### config.mk
export PLATFORM = sky130hd
export DESIGN_NAME = multi_sync_filt
export DESIGN_NICKNAME = d
export VERILOG_FILES = /design/src/rtl/sync_pkg.sv /design/src/rtl/sync_filt_ch.sv /design/src/rtl/multi_sync_filt.sv
export SDC_FILE = /design/constraint.sdc
export NUM_CORES = 1
export LEC_CHECK = 0
export CORE_MARGIN = 3
export CORE_UTILIZATION = 54
export CTS_BUF_LIST = sky130_fd_sc_hd__clkbuf_16
export DETAILED_ROUTE_END_ITERATION = 10
export PLACE_DENSITY = 0.8
export SLEW_MARGIN = 40
export SYNTH_ARGS = -nofsm -noshare
export SYNTH_HDL_FRONTEND = slang
export SYNTH_SLANG_ARGS = --single-unit
### constraint.sdc
create_clock -name clk -period 1.7 [get_ports clk]
set_input_delay 0.255 -clock clk [delete_from_list [all_inputs] [get_ports clk]]
set_output_delay 0.255 -clock clk [all_outputs]
set_load 0.005 [all_outputs]
### src/rtl/sync_pkg.sv
// Shared constants and helpers for the input synchroniser/filter blocks.
package sync_pkg;

  localparam int SYNC_MIN_STAGES = 2;

  function automatic int filt_cnt_w(input int filt_len);
    return (filt_len <= 1) ? 1 : $clog2(filt_len);
  endfunction

  function automatic bit params_ok(
    input int sync_size,
    input int filt_len
  );
    return (sync_size >= SYNC_MIN_STAGES) && (filt_len >= 1);
  endfunction

endpackage

### src/rtl/sync_filt_ch.sv
// One channel: flop synchroniser, stability filter and edge pulses.
module sync_filt_ch
  import sync_pkg::*;
#(
  parameter int   SYNC_SIZE = 2,
  parameter int   FILT_LEN  = 4,
  parameter logic RST_VAL   = 1'b0
) (
  input  logic clk,
  input  logic rst_n,
  input  logic sig_in,
  output logic sig_out,
  output logic rise,
  output logic fall
);

  localparam int CW = filt_cnt_w(FILT_LEN);
  localparam logic [CW-1:0] CNT_MAX = CW'(FILT_LEN - 1);

  if (!params_ok(SYNC_SIZE, FILT_LEN)) begin : g_bad_param
    $error("sync_filt_ch: need SYNC_SIZE >= %0d, FILT_LEN >= 1",
           SYNC_MIN_STAGES);
  end

  // Pure flop chain; only sync_q[0] may go metastable.
  (* ASYNC_REG = "TRUE" *)
  logic [SYNC_SIZE-1:0] sync_q;

  logic          d;
  logic          q;
  logic          upd;
  logic [CW-1:0] cnt;

  assign d       = sync_q[SYNC_SIZE-1];
  assign upd     = (d != q) && (cnt == CNT_MAX);
  assign sig_out = q;

  always_ff @(posedge clk or negedge rst_n) begin
    if (!rst_n) begin
      sync_q <= {SYNC_SIZE{RST_VAL}};
    end else begin
      sync_q <= {sync_q[SYNC_SIZE-2:0], sig_in};
    end
  end

  // Any agreeing sample restarts the count.
  always_ff @(posedge clk or negedge rst_n) begin
    if (!rst_n) begin
      q    <= RST_VAL;
      cnt  <= '0;
      rise <= 1'b0;
      fall <= 1'b0;
    end else begin
      rise <= upd & d;
      fall <= upd & ~d;
      if (d == q) begin
        cnt <= '0;
      end else if (upd) begin
        q   <= d;
        cnt <= '0;
      end else begin
        cnt <= cnt + 1'b1;
      end
    end
  end

endmodule

### src/rtl/multi_sync_filt.sv
// Multi-channel async input conditioner: sync, deglitch, edge pulses.
module multi_sync_filt #(
  parameter int                  CHANNELS  = 4,
  parameter int                  SYNC_SIZE = 2,
  parameter int                  FILT_LEN  = 4,
  parameter logic [CHANNELS-1:0] RST_VAL   = '0
) (
  input  logic                clk,
  input  logic                rst_n,
  input  logic [CHANNELS-1:0] sig_in,
  output logic [CHANNELS-1:0] sig_out,
  output logic [CHANNELS-1:0] rise,
  output logic [CHANNELS-1:0] fall
);

  for (genvar i = 0; i < CHANNELS; i++) begin : g_ch
    sync_filt_ch #(
      .SYNC_SIZE (SYNC_SIZE),
      .FILT_LEN  (FILT_LEN),
      .RST_VAL   (RST_VAL[i])
    ) u_ch (
      .clk     (clk),
      .rst_n   (rst_n),
      .sig_in  (sig_in[i]),
      .sig_out (sig_out[i]),
      .rise    (rise[i]),
      .fall    (fall[i])
    );
  end

endmodule

==> results of run 1 <==
[cells by family after synthesis]
family	after synthesis	synth area share [%]
AND/OR/NAND/NOR	20	12.8
multiplexers	1	1.08
XOR/XNOR	4	3.35
buffers and inverters	15	9.68
adder cells (fa/ha/maj)	4	4.78
flip-flops	28	66.9
AO/OA/AOI/OAI	3	1.43
[final timing paths]
| path | start | to | slack [ns] | cells past startpoint |
|---|---|---|---|---|
| setup reg to reg | g_ch[0].u_ch.cnt[0] | g_ch[0].u_ch.sig_out | 0.56 | 2 |
| max in group asynchronous | rst_n | g_ch[1].u_ch.cnt[1] | 1.05 | 2 |
| hold / removal | g_ch[0].u_ch.sync_q[0] | g_ch[0].u_ch.sync_q[1] | 0.35 | 0 |
| setup / recovery | g_ch[1].u_ch.sig_out | sig_out[1] | 0.25 | 1 |
| min in group asynchronous | rst_n | g_ch[0].u_ch.cnt[1] | 0.40 | 2 |
| hold reg to reg | g_ch[0].u_ch.sync_q[0] | g_ch[0].u_ch.sync_q[1] | 0.35 | 0 |
[power groups by stage]
stage          clock network [W]  registers, W  logic, W
5_1_grt                 0.000554      0.000935  0.000479
4_1_cts                 0.000520      0.000919  0.000429
3_5_place_dp                   0      0.000925  0.000418
6_report                0.000513      0.000916  0.000416
3_3_place_gp                   0      0.000914  0.000388
2_1_floorplan                  0      0.000903  0.000305
[routing by layer]
metal  track usage [%]  vias to the layer above  wire [µm]
li1                  -                      247          -
met1              16.3                      244        617
met2              23.9                       15        670
met3              2.11                        2         72
met4              5.53                        0         15
met5                 0                        -          0
[cells in the final DEF, fill, tap and decap left out, types with 2 or more instances in the layout]
cell              n
nor2b_1           2
nor3_2            2
ha_1              4
inv_1             3
clkbuf_16         3
dfrtp_1          28
nor3b_2           2
nand2_1           4
nor2_1            4
and2_1            2
xor2_1            2
o21ai_0           3
xnor2_1           2
nor3b_1           2
clkdlybuf4s50_1  17
[final cells by class]
class,instances,area [µm²]
Timing Repair Buffer,18,178
Inverter,3,11.3
Tap cell,25,31.3
Sequential cell,28,701
Clock buffer,3,75.1
Clock inverter,1,3.75
Multi-Input combinational cell,32,245
Fill cell,120,538
[sequential cells by signal (all words and copies together) (netlist names)]
register and flops:
g_ch.u_ch.fall 4, g_ch.u_ch.sync_q 8, g_ch.u_ch.cnt 8, g_ch.u_ch.rise 4
g_ch.u_ch.sig_out 4
[through the flow]
| stage | std cells | total power, W | worst slack, ns | util (%) |
|---|---|---|---|---|
| 2_1_floorplan | 75 | 0.00121 | 0.668 | - |
| 3_3_place_gp | 106 | 0.00130 | 0.536 | 65.4 |
| 3_5_place_dp | 106 | 0.00134 | 0.525 | 65.4 |
| 4_1_cts | 110 | 0.00187 | 0.244 | 69.8 |
| 5_1_grt | 110 | 0.00197 | 0.204 | 69.8 |
| 6_report | 110 | 0.00185 | 0.250 | 69.8 |
[worst register-to-register path, stage by stage (launching register included)]
cell     delay [ns]
dfrtp_1        0.41
ha_1           0.27
mux2_1         0.34
[synthesized netlist by cell type]
library cell | n | area share (%)
and2_1 | 2 | 1.2
and3b_1 | 1 | 0.84
and3b_2 | 1 | 0.96
buf_4 | 12 | 8.6
dfrtp_1 | 28 | 67
ha_1 | 4 | 4.8
inv_1 | 3 | 1.1
mux2_1 | 1 | 1.1
nand2_1 | 4 | 1.4
nor2_1 | 4 | 1.4
nor2b_1 | 2 | 1.2
nor3_2 | 2 | 1.9
nor3b_1 | 2 | 1.4
nor3b_2 | 2 | 2.4
o21ai_0 | 3 | 1.4
xnor2_1 | 2 | 1.7
xor2_1 | 2 | 1.7
==> results.tsv, run 1 <==
metric	value	unit
die_x	50.0	µm
final_layout_size_suffix_gt1_share	10.6	%
final_area	1240	µm²
placed_area	1170	µm²
cts-buffers-inserted	3	
seq_area_frac_synth	66.9	%
synth_area	1050	µm²
cp-end-kind	output pin	
ir_worst_vdd	873	µV
crit_chain	clkdlybuf4s50_1	
place.gp.congestion	0.664	
finalSetupTns	0	ns
fp.dieH	50.0	µm
overflow	0	
cts_resized	0	
power.share.switching	25.7	%
syn_to_final_growth	18.9	%
p_seq_share	49.7	%
port_buffers	17	
clock_latency	0.25	ns
arrival	1.19	ns
rsz0062_at_grt	false	
power_frac_comb	22.6	%
synth_area_per_cell	14.0	µm²
cts_setup_buffers	0	
wirelength	1380	µm
clk_path_buf_depth	2	
maxCapViolCount	0	
ant_nets	0	
synthCells	75	
vias_per_cell	4.62	
max_stage_delay	0.53	ns
worst_slew_margin_rel	77.8	%
io_pins	18	
fin_skew	0.00253	ns
drtIter0Drc	7	
worstPathMaxFanout	5	
grt_use_total	13.6	%
worstSetupStartpointType	flip-flop	
hpwl	941	µm
cts_root_buffer	clkbuf_16	
final_nets	96	
drt_pass1_iterations	4	
diodes	0	
clock_sinks	28	
antenna_found_initial	0	
critical_path.slowest_cell	clkdlybuf4s50_1	
cellLeakagePower	0.588	nW
route.detailed.drc	0	
start_util	58.7	%
final-hold-violation-count	0	
worst-path-buf-inv	1	
timing.final.crit_share	85.3	%
fp.dieArea	2500	µm²
grt_max_degree	29	
ys_ff_latch	28	
holdBufCountCts	0	
syn-num-nets	85	
cpLargestDelayFamily	buffers and inverters	
required	1.44	ns
fin_hold_ws	0.348	ns
min_period	1.45	ns
clk_pin_slew	0.06	ns
cts_tree	done	
hold_class	flip-flop to flip-flop	
setup_viol	0	
rows	15	
timing.fmax	0.690	GHz
powerDensity	1480	nW/µm²
slew_viol_final	0	
tightestPinTransition	0.333	ns
grt_pass1_vias	550	
core	1780	µm²
h-tree-depth	1	
yosysWarnings	0	
wl_per_cell	12.5	µm
synth_cell_types	17	
status	finished, final reports clean	
grt_pass1_wl	2480	µm
switchingPower	0.000474	W
clkPwrFrac	27.8	%
p_int	0.00137	W
crit_type	flip-flop to output pin	
via_count	508	
Power figures use the tool's default switching activity.
==> inputs of run 2 (changes only) <==
CORE_MARGIN = 4   (was 3)
CORE_UTILIZATION = 45   (was 54)
PLACE_DENSITY = 0.69   (was 0.8)
clock period = 1.6 ns   (was 1.7 ns; I/O delays follow)
==> run 2 against run 1 <==
Effect of this change: global-route usage decreased by 3.9 points; sequential share of layout area decreased by 1.3 points; cell count increased by 2.7%; worst hold slack about the same; total power increased by 14%; utilization decreased by 12 points; clock skew increased by 0.0012 ns; critical endpoint unchanged; largest power group unchanged; highest routed layer unchanged.
==> results.tsv, run 2 (synthesized netlist as in run 1, its figures left out) <==
metric	value	unit
dp_worst_setup_slack	0.441	ns
n_fill_cell	170	
placed_area	1170	µm²
timing.fmax	0.698	GHz
tightestPinTransition	0.338	ns
fin_skew	0.00372	ns
timing.final.crit_share	89.5	%
worst_slew_margin_rel	77.5	%
cts_root_buffer	clkbuf_16	
wirelength	1300	µm
cts-buffers-inserted	3	
finalSetupTns	0	ns
fp.dieH	56.2	µm
rsz0062_at_grt	false	
final_area	1270	µm²
reg.largest.list	g_ch.u_ch.cnt (8), g_ch.u_ch.sync_q (8)	
final-hold-violation-count	0	
diodes	0	
cts_setup_buffers	0	
die_x	56.2	µm
cp-end-kind	output pin	
finalWorstSetupSlack	0.168	ns
fin_hold_ws	0.347	ns
hold_class	primary input to async pin	
grt_pass1_wl	2300	µm
worstPathMaxFanout	5	
drtIter0Drc	2	
clkPwrFrac	33.6	%
status	finished, final reports clean	
maxCapViolCount	0	
grt_use_met2	17.9	%
max_stage_delay	0.53	ns
worst-path-buf-inv	1	
slew_viol_final	0	
wl_per_cell	11.5	µm
drt_pass1_iterations	4	
core	2210	µm²
setup_viol	0	
clk_pin_slew	0.06	ns
start_util	47.3	%
route.detailed.drc	0	
io_pins	18	
busiest_layer	met2	
syn_to_final_growth	21.7	%
switchingPower	0.000492	W
met1_usage	9.10	%
ant_nets	0	
min_period	1.43	ns
grt_pass1_vias	568	
holdBufCountCts	0	
ir_worst_vdd	842	µV
crit_chain	clkdlybuf4s50_1	
vias_per_cell	4.61	
clock_latency	0.26	ns
worstSetupStartpointType	flip-flop	
via_count	521	
cts_resized	0	
p_seq_share	45.9	%
h-tree-depth	1	
grt_max_degree	29	
overflow	0	
layout_commonest_cell	dfrtp_1	
final_layout_size_suffix_gt1_share	11.8	%
cellLeakagePower	0.600	nW
final_cell_mix	28 x dfrtp_1, 17 x clkdlybuf4s50_1, 4 x nand2_1, 4 x nor2_1, 4 x ha_1	
fp.dieArea	3160	µm²
cts_tree	done	
clock_sinks	28	
antenna_found_initial	0	
final_nets	96	
power_frac_comb	20.4	%
grt_use_total	9.65	%
p_int	0.00162	W
use_met3	4.18	%
required	1.36	ns
place.gp.congestion	0.758	
port_buffers	17	
rows	17	
clk_path_buf_depth	2	
powerDensity	1660	nW/µm²
arrival	1.19	ns
crit_type	flip-flop to output pin	
cpLargestDelayFamily	buffers and inverters	
power.share.switching	23.3	%
critical_path.slowest_cell	clkdlybuf4s50_1	
run 2: power by group through the flow:
stage / sequential [W] / combinational [W] / clock [W]
global route: 0.000987 / 0.000487 / 0.000761
floorplan: 0.000960 / 0.000324 / 0
CTS: 0.000973 / 0.000450 / 0.000726
detailed placement: 0.000986 / 0.000438 / 0
finish: 0.000970 / 0.000432 / 0.000710
global placement: 0.000968 / 0.000417 / 0
run 2: cell type report:
class	instances	area [µm²]	share of cell area (%)
Inverter	3	11.3	0.883
Tap cell	28	35.0	2.75
Sequential cell	28	701	55.0
Timing Repair Buffer	18	178	13.9
Clock buffer	3	75.1	5.89
Clock inverter	1	30.0	2.36
Multi-Input combinational cell	32	245	19.2
run 2: path summary, 6_finish.rpt:
check                                            start                      to  slack [ns]  depth (start not counted)
worst max-delay path              g_ch[1].u_ch.sig_out              sig_out[1]        0.17                          1
worst min-delay path                             rst_n  g_ch[2].u_ch.sync_q[0]        0.35                          2
worst max register to register     g_ch[0].u_ch.cnt[0]    g_ch[0].u_ch.sig_out        0.52                          2
worst min register to register  g_ch[1].u_ch.sync_q[0]  g_ch[1].u_ch.sync_q[1]        0.35                          0
max in group asynchronous                        rst_n       g_ch[0].u_ch.rise        0.99                          2
min in group clk                g_ch[1].u_ch.sync_q[0]  g_ch[1].u_ch.sync_q[1]        0.35                          0
run 2: metal layers:
layer,up-vias,wire length [µm],share of wire (%)
li1,248,-,-
met2,13,752,58
met3,2,67,5.1
met4,0,7,0.54
met1,258,477,37
met5,-,0,0
run 2: metrics by stage:
step           utilization, %  total power (W)  std cells
2_1_floorplan               -          0.00128         75
3_5_place_dp             52.9          0.00142        109
3_3_place_gp             52.9          0.00138        109
4_1_cts                  57.6          0.00215        113
5_1_grt                  57.6          0.00224        113
6_report                 57.6          0.00211        113
==> inputs of run 3 (changes only) <==
CORE_MARGIN = default   (was 4)
TNS_END_PERCENT = 20   (was default)
==> run 3 against run 2 <==
Effect of this change: critical path depth unchanged; sequential power about the same; total power down 8.6%; worst hold slack better by 0.0032 ns; first-iteration DRC count rose to 3.0 times the previous value; clock-buffer cell count unchanged; wire length down 9.4%; cell area down 2.1%; maximum frequency down 0.35%; critical path type unchanged; critical endpoint unchanged; largest power group unchanged; highest routed layer unchanged.
==> results.tsv, run 3 (synthesized netlist as in run 1, its figures left out) <==
metric	value	unit
finalSetupTns	0	ns
clock_sinks	28	
place.gp.congestion	0.619	
rsz0062_at_grt	false	
diodes	0	
cts_root_buffer	clkbuf_16	
power.share.switching	24.7	%
via_count	518	
cts-buffers-inserted	3	
grt_use_total	11.7	%
syn_to_final_growth	19.2	%
grt_pass1_wl	2160	µm
ir_worst_vdd	916	µV
cts_resized	0	
fin_hold_ws	0.351	ns
setup_viol	0	
r2r_end	g_ch[0].u_ch.sig_out	
h-tree-depth	1	
grt_max_degree	29	
clk_pin_slew	0.06	ns
r2r_cells	2	
slew_viol_final	0	
rrSetupSlack	0.52	ns
hpwl	807	µm
wl_per_cell	10.5	µm
die_x	50.2	µm
fp.dieArea	2520	µm²
worst-path-buf-inv	1	
clkPwrFrac	28.2	%
timing.fmax	0.696	GHz
worst_slew_margin_rel	77.2	%
final_nets	96	
fin_util	56.4	%
cp-end-kind	output pin	
reg.largest.list	g_ch.u_ch.cnt (8), g_ch.u_ch.sync_q (8)	
drtIter0Drc	6	
cts_tree	done	
worstSetupStartpointType	flip-flop	
route.detailed.drc	0	
required	1.36	ns
crit_chain	clkdlybuf4s50_1	
tightestPinTransition	0.342	ns
fp.dieH	50.2	µm
rows	17	
overflow	0	
cellLeakagePower	0.588	nW
drt_pass1_iterations	4	
critical_path.slowest_cell	clkdlybuf4s50_1	
start_util	47.3	%
clk_path_buf_depth	2	
crit_type	flip-flop to output pin	
fin_cells	113	
min_period	1.44	ns
antenna_found_initial	0	
cp.depth	1	
hold_class	primary input to async pin	
fin_skew	0.00121	ns
powerDensity	1550	nW/µm²
vias_per_cell	4.58	
final_layout_size_suffix_gt1_share	10.6	%
power_frac_comb	21.7	%
io_pins	18	
grt_pass1_vias	523	
p_int	0.00145	W
port_buffers	17	
layout_commonest_cell	dfrtp_1	
max_stage_delay	0.53	ns
arrival	1.20	ns
wirelength	1180	µm
worstPathMaxFanout	5	
holdBufCountCts	0	
timing.final.crit_share	89.8	%
setup.worst_path.start	g_ch[1].u_ch.sig_out	
crit_end	sig_out[1]	
p_seq_share	50.1	%
cpLargestDelayFamily	buffers and inverters	
final_cell_mix	28 x dfrtp_1, 17 x clkdlybuf4s50_1, 4 x nand2_1, 4 x nor2_1, 4 x ha_1	
n_fill_cell	196	
placed_cells	109	
switchingPower	0.000477	W
ant_nets	0	
reg2reg_from	g_ch[0].u_ch.cnt[0]	
maxCapViolCount	0	
status	finished, final reports clean	
core	2210	µm²
clock_latency	0.25	ns
final-hold-violation-count	0	
cts_setup_buffers	0	
-- run 3: cell count changes in the layout (fill, tap and decap cells not counted), sizes merged --
cell	delta
bufinv	-1
clkinv	+1
-- run 3: routing by layer --
layer | wire length, µm | global-route usage (%) | share of wire [%]
met1 | 574 | 14.9 | 49
met2 | 550 | 17.8 | 47
met3 | 47 | 2.73 | 4.0
met4 | 10 | 7.14 | 0.85
met5 | 0 | 0 | 0
-- run 3: cell type report --
| class | instances | area [µm²] | area share (%) |
|---|---|---|---|
| Sequential cell | 28 | 701 | 56.1 |
| Clock buffer | 3 | 75.1 | 6.01 |
| Clock inverter | 1 | 3.75 | 0.301 |
| Inverter | 3 | 11.3 | 0.902 |
| Timing Repair Buffer | 18 | 178 | 14.2 |
| Multi-Input combinational cell | 32 | 245 | 19.6 |
| Tap cell | 28 | 35.0 | 2.81 |
-- run 3: power groups by stage --
stage                     Sequential, W  Clock, W  Combinational, W
after CTS                      0.000970  0.000561          0.000430
final                          0.000968  0.000544          0.000419
after global placement         0.000969         0          0.000414
after floorplan                0.000960         0          0.000324
after global routing           0.000988  0.000597          0.000475
after detailed placement       0.000982         0          0.000422
-- run 3: how the worst min path moves through the flow --
stage	start	end	slack, ns	cells past startpoint
after floorplan	rst_n	g_ch[0].u_ch.cnt[0]	-0.06	0
after global placement	g_ch[0].u_ch.sync_q[0]	g_ch[0].u_ch.sync_q[1]	0.33	0
after detailed placement	g_ch[3].u_ch.sync_q[0]	g_ch[3].u_ch.sync_q[1]	0.34	0
after CTS	g_ch[3].u_ch.sync_q[0]	g_ch[3].u_ch.sync_q[1]	0.35	0
after global routing	g_ch[3].u_ch.sync_q[0]	g_ch[3].u_ch.sync_q[1]	0.36	0
final	rst_n	g_ch[2].u_ch.rise	0.35	2
-- run 3: through the flow --
stage | worst slack (ns) | cell area (µm²) | total power, W
global route | 0.0953 | 1250 | 0.00206
detailed placement | 0.437 | 1170 | 0.00140
CTS | 0.156 | 1250 | 0.00196
floorplan | 0.568 | 1050 | 0.00128
finish | 0.163 | 1250 | 0.00193
global placement | 0.460 | 1170 | 0.00138
